<file path="src/rtl/intt_gs_butterfly.sv">
// intt_gs_butterfly: pipelined Gentleman-Sande inverse-NTT butterfly, EVEN=(A+B) mod q, ODD=(A-B)*W mod q.
// Define INTT_HALVE_EN to scale both results by 2^-1 mod q ahead of the output register.
module intt_gs_butterfly #(
  parameter int DATA_W  = 16,
  parameter int MUL_LAT = 4,
  parameter int TAG_W   = 8
) (
  input  logic              clk,
  input  logic              reset,
  input  logic [DATA_W-1:0] q,
  input  logic              in_valid,
  input  logic [DATA_W-1:0] in_a,
  input  logic [DATA_W-1:0] in_b,
  input  logic [DATA_W-1:0] in_w,
  input  logic [TAG_W-1:0]  in_tag,
  output logic              out_valid,
  output logic [DATA_W-1:0] out_even,
  output logic [DATA_W-1:0] out_odd,
  output logic [TAG_W-1:0]  out_tag,
  output logic              busy
);
  localparam int CNT_W = $clog2(MUL_LAT + 4);

  logic [DATA_W:0]   sum_wide;
  logic [DATA_W-1:0] sum0;
  logic [DATA_W-1:0] diff0;

  always_comb begin
    sum_wide = {1'b0, in_a} + {1'b0, in_b};
    if (sum_wide >= {1'b0, q}) sum_wide = sum_wide - {1'b0, q};
    sum0  = sum_wide[DATA_W-1:0];
    diff0 = in_a - in_b;
    if (in_a < in_b) diff0 = diff0 + q;
  end

  logic [DATA_W-1:0] s1_sum, s1_diff, s1_w;
  logic [TAG_W-1:0]  s1_tag;
  logic              s1_valid;

  always_ff @(posedge clk or posedge reset) begin
    if (reset) begin
      s1_sum   <= '0;
      s1_diff  <= '0;
      s1_w     <= '0;
      s1_tag   <= '0;
      s1_valid <= 1'b0;
    end else begin
      s1_sum   <= sum0;
      s1_diff  <= diff0;
      s1_w     <= in_w;
      s1_tag   <= in_tag;
      s1_valid <= in_valid;
    end
  end

  // Modular product stands in for the shared ModMult: formed in its first stage, then delayed to MUL_LAT.
  logic [2*DATA_W-1:0] prod;
  logic [DATA_W-1:0]   mul_res;
  assign prod    = {{DATA_W{1'b0}}, s1_diff} * {{DATA_W{1'b0}}, s1_w};
  assign mul_res = DATA_W'(prod % {{DATA_W{1'b0}}, q});

  logic [DATA_W-1:0] mul_pipe [MUL_LAT];
  logic [DATA_W-1:0] sum_pipe [MUL_LAT];
  logic [TAG_W-1:0]  tag_pipe [MUL_LAT];
  logic [MUL_LAT-1:0] vld_pipe;

  always_ff @(posedge clk or posedge reset) begin
    if (reset) begin
      for (int i = 0; i < MUL_LAT; i++) begin
        mul_pipe[i] <= '0;
        sum_pipe[i] <= '0;
        tag_pipe[i] <= '0;
      end
      vld_pipe <= '0;
    end else begin
      mul_pipe[0] <= mul_res;
      sum_pipe[0] <= s1_sum;
      tag_pipe[0] <= s1_tag;
      vld_pipe[0] <= s1_valid;
      for (int i = 1; i < MUL_LAT; i++) begin
        mul_pipe[i] <= mul_pipe[i-1];
        sum_pipe[i] <= sum_pipe[i-1];
        tag_pipe[i] <= tag_pipe[i-1];
        vld_pipe[i] <= vld_pipe[i-1];
      end
    end
  end

`ifdef INTT_HALVE_EN
  function automatic logic [DATA_W-1:0] halve(input logic [DATA_W-1:0] x, input logic [DATA_W-1:0] m);
    logic [DATA_W:0] t;
    t = x[0] ? ({1'b0, x} + {1'b0, m}) : {1'b0, x};
    return DATA_W'(t >> 1);
  endfunction
`endif

  logic [DATA_W-1:0] even_fin, odd_fin;

  always_comb begin
`ifdef INTT_HALVE_EN
    even_fin = halve(sum_pipe[MUL_LAT-1], q);
    odd_fin  = halve(mul_pipe[MUL_LAT-1], q);
`else
    even_fin = sum_pipe[MUL_LAT-1];
    odd_fin  = mul_pipe[MUL_LAT-1];
`endif
  end

  always_ff @(posedge clk or posedge reset) begin
    if (reset) begin
      out_valid <= 1'b0;
      out_even  <= '0;
      out_odd   <= '0;
      out_tag   <= '0;
    end else begin
      out_valid <= vld_pipe[MUL_LAT-1];
      if (vld_pipe[MUL_LAT-1]) begin
        out_even <= even_fin;
        out_odd  <= odd_fin;
        out_tag  <= tag_pipe[MUL_LAT-1];
      end
    end
  end

  logic [CNT_W-1:0] in_flight;

  always_ff @(posedge clk or posedge reset) begin
    if (reset)                      in_flight <= '0;
    else if (in_valid && !out_valid) in_flight <= in_flight + CNT_W'(1);
    else if (!in_valid && out_valid) in_flight <= in_flight - CNT_W'(1);
  end

  assign busy = (in_flight != '0);
endmodule
</file>
<file path="config.mk">
export PLATFORM = sky130hd
export DESIGN_NAME = intt_gs_butterfly
export DESIGN_NICKNAME = d
export VERILOG_FILES = /design/src/rtl/intt_gs_butterfly.sv
export SDC_FILE = /design/constraint.sdc
export NUM_CORES = 2
export LEC_CHECK = 0
export ABC_AREA = 1
export CORE_AREA = 2 2 366 368
export DETAILED_ROUTE_END_ITERATION = 8
export DIE_AREA = 0 0 368 370
export MAX_ROUTING_LAYER = met4
export PLACE_DENSITY = 0.45
export SETUP_SLACK_MARGIN = 0.3
export SLEW_MARGIN = 40
export SYNTH_ARGS = -nofsm -noshare
export SYNTH_HDL_FRONTEND = slang
export SYNTH_SLANG_ARGS = --single-unit
export TNS_END_PERCENT = 50
</file>
<file path="constraint.sdc">
create_clock -name clk -period 100.6 [get_ports clk]
set_input_delay 25.15 -clock clk [delete_from_list [all_inputs] [get_ports clk]]
set_output_delay 25.15 -clock clk [all_outputs]
set_load 0.02 [all_outputs]
</file>
Word-level counts from Yosys, hierarchy flattened
Index checks and enable logic that the tools add are counted.
{"block": "word_totals", "ff_bits": 265, "input_bits": 75, "out_inout_bits": 42}
{"block": "classes", "muxes": 4, "n_div": 1, "addsub": 6, "magnitude_cmp": 2, "n_reduce_logical": 6, "mul": 1}
{"op": "$mod 32x16->32", "count": 1}
{"op": "$mul 16x16->32", "count": 1}
{"op": "$mux 16", "count": 2}
{"op": "$sub 16x16->16", "count": 2}
{"op": "$add 16x16->17", "count": 1}
{"op": "$ge 17x16->1", "count": 1}
{"op": "$add 16x16->16", "count": 1}
{"op": "$lt 16x16->1", "count": 1}
{"op": "$mux 3", "count": 2}
{"op": "$add 3x1->3 const B", "count": 1}
{"op": "$reduce_bool 3->1", "count": 1}
{"op": "$sub 3x1->3 const B", "count": 1}
{"op": "$logic_and 1x1->1", "count": 2}
{"op": "$logic_not 1->1", "count": 2}
{"op": "$reduce_bool 2->1", "count": 1}

Logic depth before layout (Yosys ltp)
{"block": "logic_depth", "word_depth": 4, "mapped_depth": 706, "ltp_nobuf": 656}

Worst setup path before layout
Ideal clock, no wire load.
{"block": "synth_timing", "kind": "input to register", "start": "in q[2]", "end": "reg mul_pipe[55] in the netlist's numbering", "stages": 661, "path_slack_ps": -8921, "arrival_ps": 109456, "setup_ps": 65, "required_ps": 100535, "path_cell_list": "inv_1 > nand2_1 > nor4_1 > nand4_1 > nand2_1 > inv_1 > ha_1 > o21ai_0 > nand2_1 > nand3_1 > nand3_1 > o21ai_0 > ha_1 > o21ai_0 > nand2_1 > nand2_1 > nand2_1 > nand2_2 > [... 625 more ...] > nand2_1 > nand3_1 > nand2_1 > nand3_1 > nand2_1 > nand3_1 > nand2_1 > a21oi_1 > o21bai_1 > a211o_1 > a21oi_1 > nand3_1 > nor2_1 > nand2_2 > nor2_4 > buf_6 > nand2_1 > nand2_1"}
{"block": "synth_between", "elab_chain_len": 1}
{"element": "start: declaration", "line": "10", "text": "input logic [DATA_W-1:0] q,"}
{"element": "$mod 32x16->32", "line": "60", "text": "assign mul_res = DATA_W'(prod % {{DATA_W{1'b0}}, q});"}
{"element": "via mul_res[7]", "line": "58", "text": "logic [DATA_W-1:0] mul_res;"}
{"element": "end signal: indexed assignment", "line": "81", "text": "mul_pipe[i] <= mul_pipe[i-1];"}
{"element": "end: declaration", "line": "62", "text": "logic [DATA_W-1:0] mul_pipe [MUL_LAT];"}
The timed path passes the listed nets, and every way through them passes these cells.
A chain may end at the register's enable or synchronous reset.

Worst setup path after layout
{"block": "layout_timing", "start": "in q[15]", "end": "reg mul_pipe[50] in the netlist's numbering"}
Same word-level chain as after synthesis.

==> flow_metrics.py <==
metrics = {
    "cts": {
        "cts.sinks": 265,
        "cts_tree": "yes",
        "clk_pin_slew_ns": 0.06,
        "cts_htree_levels": 1,
        "cts_buffer_depth": 3,
        "root_buffer": "clkbuf_16",
        "insertion_delay_ns": 0.59,
        "numCtsBuffers": 26,
    },
    "min_path": {
        "hold_depth": 0,
        "hp-start": "mul_pipe[48]",
        "min_to": "mul_pipe[32]",
        "min_path_type": "flop to flop",
    },
    "place": {
        "gp_congestion": 0.883,
        "dp_cells": 7868,
        "io_buffers": 116,
        "dp_hpwl_mm": 102,
    },
    "route": {
        "drt_iter0_drc": 1974,
        "drcViolationCount": 0,
        "vias": 38000,
        "postRouteAntennaNets": 0,
        "wl_per_cell_um": 15.9,
        "drt_wl_total_mm": 128,
        "dr.pass1.iters": 5,
        "vias_per_cell": 4.69,
    },
    "synth": {
        "yosysSeqAreaShare": 0.153,
        "synthMuxAreaShare": 0.0109,
        "syn_inst": 5925,
        "syn_avg_cell_area_um2": 7.31,
        "synth_flop_cell": "dfrtp_1",
        "synth_top_area_share": 0.162,
        "yosys.cell_types.count": 84,
        "ys_warn_count": 0,
        "synth-xor-area-share": 0.0772,
        "ys_ff_latch": 265,
        "synth_fa_ha_area_frac": 0.255,
        "yosys-top-cells-area": "ha_1 (16%), dfrtp_1 (15%), nand2_1 (12%), fa_1 (9.2%), inv_1 (8.4%)",
        "synth_nets": 6762,
        "synth_area_um2": 43300,
        "async_flop_share": 1.00,
        "synth-simple-area-share": 0.269,
        "synth_top_family_by_area": "simple AND/OR/NAND/NOR gates",
        "synth_edf_count": 0,
        "synth_compound_area_frac": 0.121,
        "synth.largest_area_cell": "ha_1",
    },
    "die": {
        "die_h_um": 370,
        "row_count": 134,
        "ios": 117,
        "floorplan.initialDensity": 0.327,
        "die_area_um2": 136000,
        "dieWidth_um": 368,
        "core_um2": 132000,
    },
    "global_routing": {
        "grt_antenna_before_repair": 0,
        "gr-total-overflow": 0,
        "grt_use_total": 0.189,
        "grt_pass1_wl_mm": 202,
        "grt_max_degree": 161,
        "grt_pass1_vias": 36500,
    },
    "critical_path": {
        "regToRegSetupSlack_ns": 24.74,
        "cp_max_fo": 14,
        "required_ns": 101.03,
        "crit_type": "input port to flop",
        "slowest_stage": "ha_1",
        "crit_start": "q[15]",
        "ff2ff_path_depth": 634,
        "r2r-start": "s1_diff[7]",
        "slowest_delay_ns": 0.35,
        "worstReg2RegEnd": "mul_pipe[50]",
        "end_kind": "flop",
        "cpMostUsedCell": "nand2_2",
        "arrival_ns": 95.43,
        "startpoint_type": "input port",
    },
    "timing": {
        "hold_viol_final": 0,
        "slew_headroom": 0.448,
        "finalMaxSlewViolations": 0,
        "clock.fmax_mhz": 10.5,
        "setup_violations": 0,
        "tightest_slew_ns": 0.828,
        "fin_crit_ns": 95.00,
        "finClkSkew_ns": 0.0424,
        "fin_crit_sh": 0.944,
    },
    "cells_and_area": {
        "nets": 7143,
        "post-route-util": 0.390,
        "fin_cells": 8094,
        "synthToLayoutAreaGrowth_pct": 19.3,
        "drive_gt1_frac": 0.217,
    },
    "run": {
        "cap_violations": 0,
    },
    "status": {
        "status": "completed",
    },
}
## flip-flops by register name (all words and copies together), names as in the netlist
| name | flops |
|---|---|
| even_fin | 16 |
| out_even | 16 |
| out_valid | 1 |
| odd_fin | 16 |
| s1_w | 16 |
| mul_pipe | 48 |
| s1_valid | 1 |
| vld_pipe | 4 |
| s1_sum | 16 |
| tag_pipe | 32 |
| out_tag | 8 |
| s1_tag | 8 |
| in_flight | 3 |
| s1_diff | 16 |
| out_odd | 16 |
| sum_pipe | 48 |
## how the worst max path moves through the flow
stage / endpoint / cells after the start
6_report: mul_pipe[50] / 618
5_1_grt: mul_pipe[49] / 628
4_1_cts: mul_pipe[51] / 618
3_5_place_dp: mul_pipe[50] / 619
3_3_place_gp: mul_pipe[50] / 612
2_1_floorplan: mul_pipe[55] / 676
## worst max-delay path: cells and delay by family
kind | cells | cell delay (ns)
buffers and inverters | 97 | 7.32
AND/OR/NAND/NOR | 261 | 22.26
AO/OA/AOI/OAI | 229 | 32.37
adder cells (fa/ha/maj) | 31 | 8.03
## cell type report
class,count,area [um2]
Antenna cell,1,2.50
Clock buffer,33,697
Clock inverter,14,170
Fill cell,13900,80700
Inverter,1050,4150
Multi-Input combinational cell,4476,33800
Sequential cell,265,6640
Tap cell,1768,2210
Timing Repair Buffer,485,4060
Timing Repair inverter,2,10.0
## placed cells by master, fill, tap and decap left out, types with 45 or more instances in the layout
cell type           n
nand2_2           194
inv_1             929
or2_2              47
nor2_4             49
o21ai_2            82
nand3_2            80
nand3_1           235
clkdlybuf4s50_1   100
a21oi_2            81
o21ai_1            64
fa_1              199
xor2_1            234
o21ai_0           244
dfrtp_1           261
ha_1              526
o21bai_1           49
a21oi_1           193
nand2_1          1304
xnor2_1           148
buf_4             355
nand2_4            53
nor2_1            222
nand4_1            61
inv_2              71
a21o_1             45
## logic make-up (layout without fill, tap and decap cells)
logic type / Yosys count / after routing
AO/OA/AOI/OAI: 892 / 892
other: 0 / 1
flip-flops: 265 / 265
adder cells (fa/ha/maj): 762 / 762
AND/OR/NAND/NOR: 2390 / 2398
multiplexers: 42 / 42
buffers and inverters: 1192 / 1584
XOR/XNOR: 382 / 382
## layer usage
layer  wire [um]  up-vias  GRT usage
met2       59200      473      0.308
met4        2040        0     0.0279
met3        3330      101     0.0111
li1            -    19700          -
met5           0        -          -
met1       63800    17800      0.264
## repair_timing
| item | CTS | global route |
|---|---|---|
| setup buffers | 2 | 162 |
| hold buffers | 0 | 0 |
| pin swaps | 2 | 285 |
| setup endpoints to repair | 16 | 16 |
| resized for setup | 12 | 321 |
| gates cloned | 2 | 11 |
## cell usage after synthesis, drive strengths merged, types with 3 or more instances
cell and number:
ha 562, o211ai 5, xnor2 148, nand3 336, and2 10, clkbuf 106
nand3b 20, mux2 41, a211oi 8, nor4 7, nand2 1551, o21a 8
nor3 24, a21o 48, a221oi 6, nor2 320, o21bai 67, inv 1023
a31oi 13, or2 55, fa 200, o31ai 20, clkinv 24, o21ai 399
buf 34, nand4 63, a21oi 302, a21boi 5, a31o 3, xor2 234
dfrtp 265
## stage by stage
stage	setup TNS (ns)	worst slack, ns	hold WS, ns	area [um2]
finish	0	5.60	0.319	51700
detailed placement	-17.11	-1.11	0.335	48200
global placement	-1.66	-0.133	0.331	48200
CTS	0	0.360	0.313	49100
floorplan	-6.75	-0.471	0.331	44400
global route	-7.32	-0.499	0.334	51700
Power is left out: the tool's default activity adds up to more than one toggle a clock period on the data nets, which glitch-free logic cannot reach.
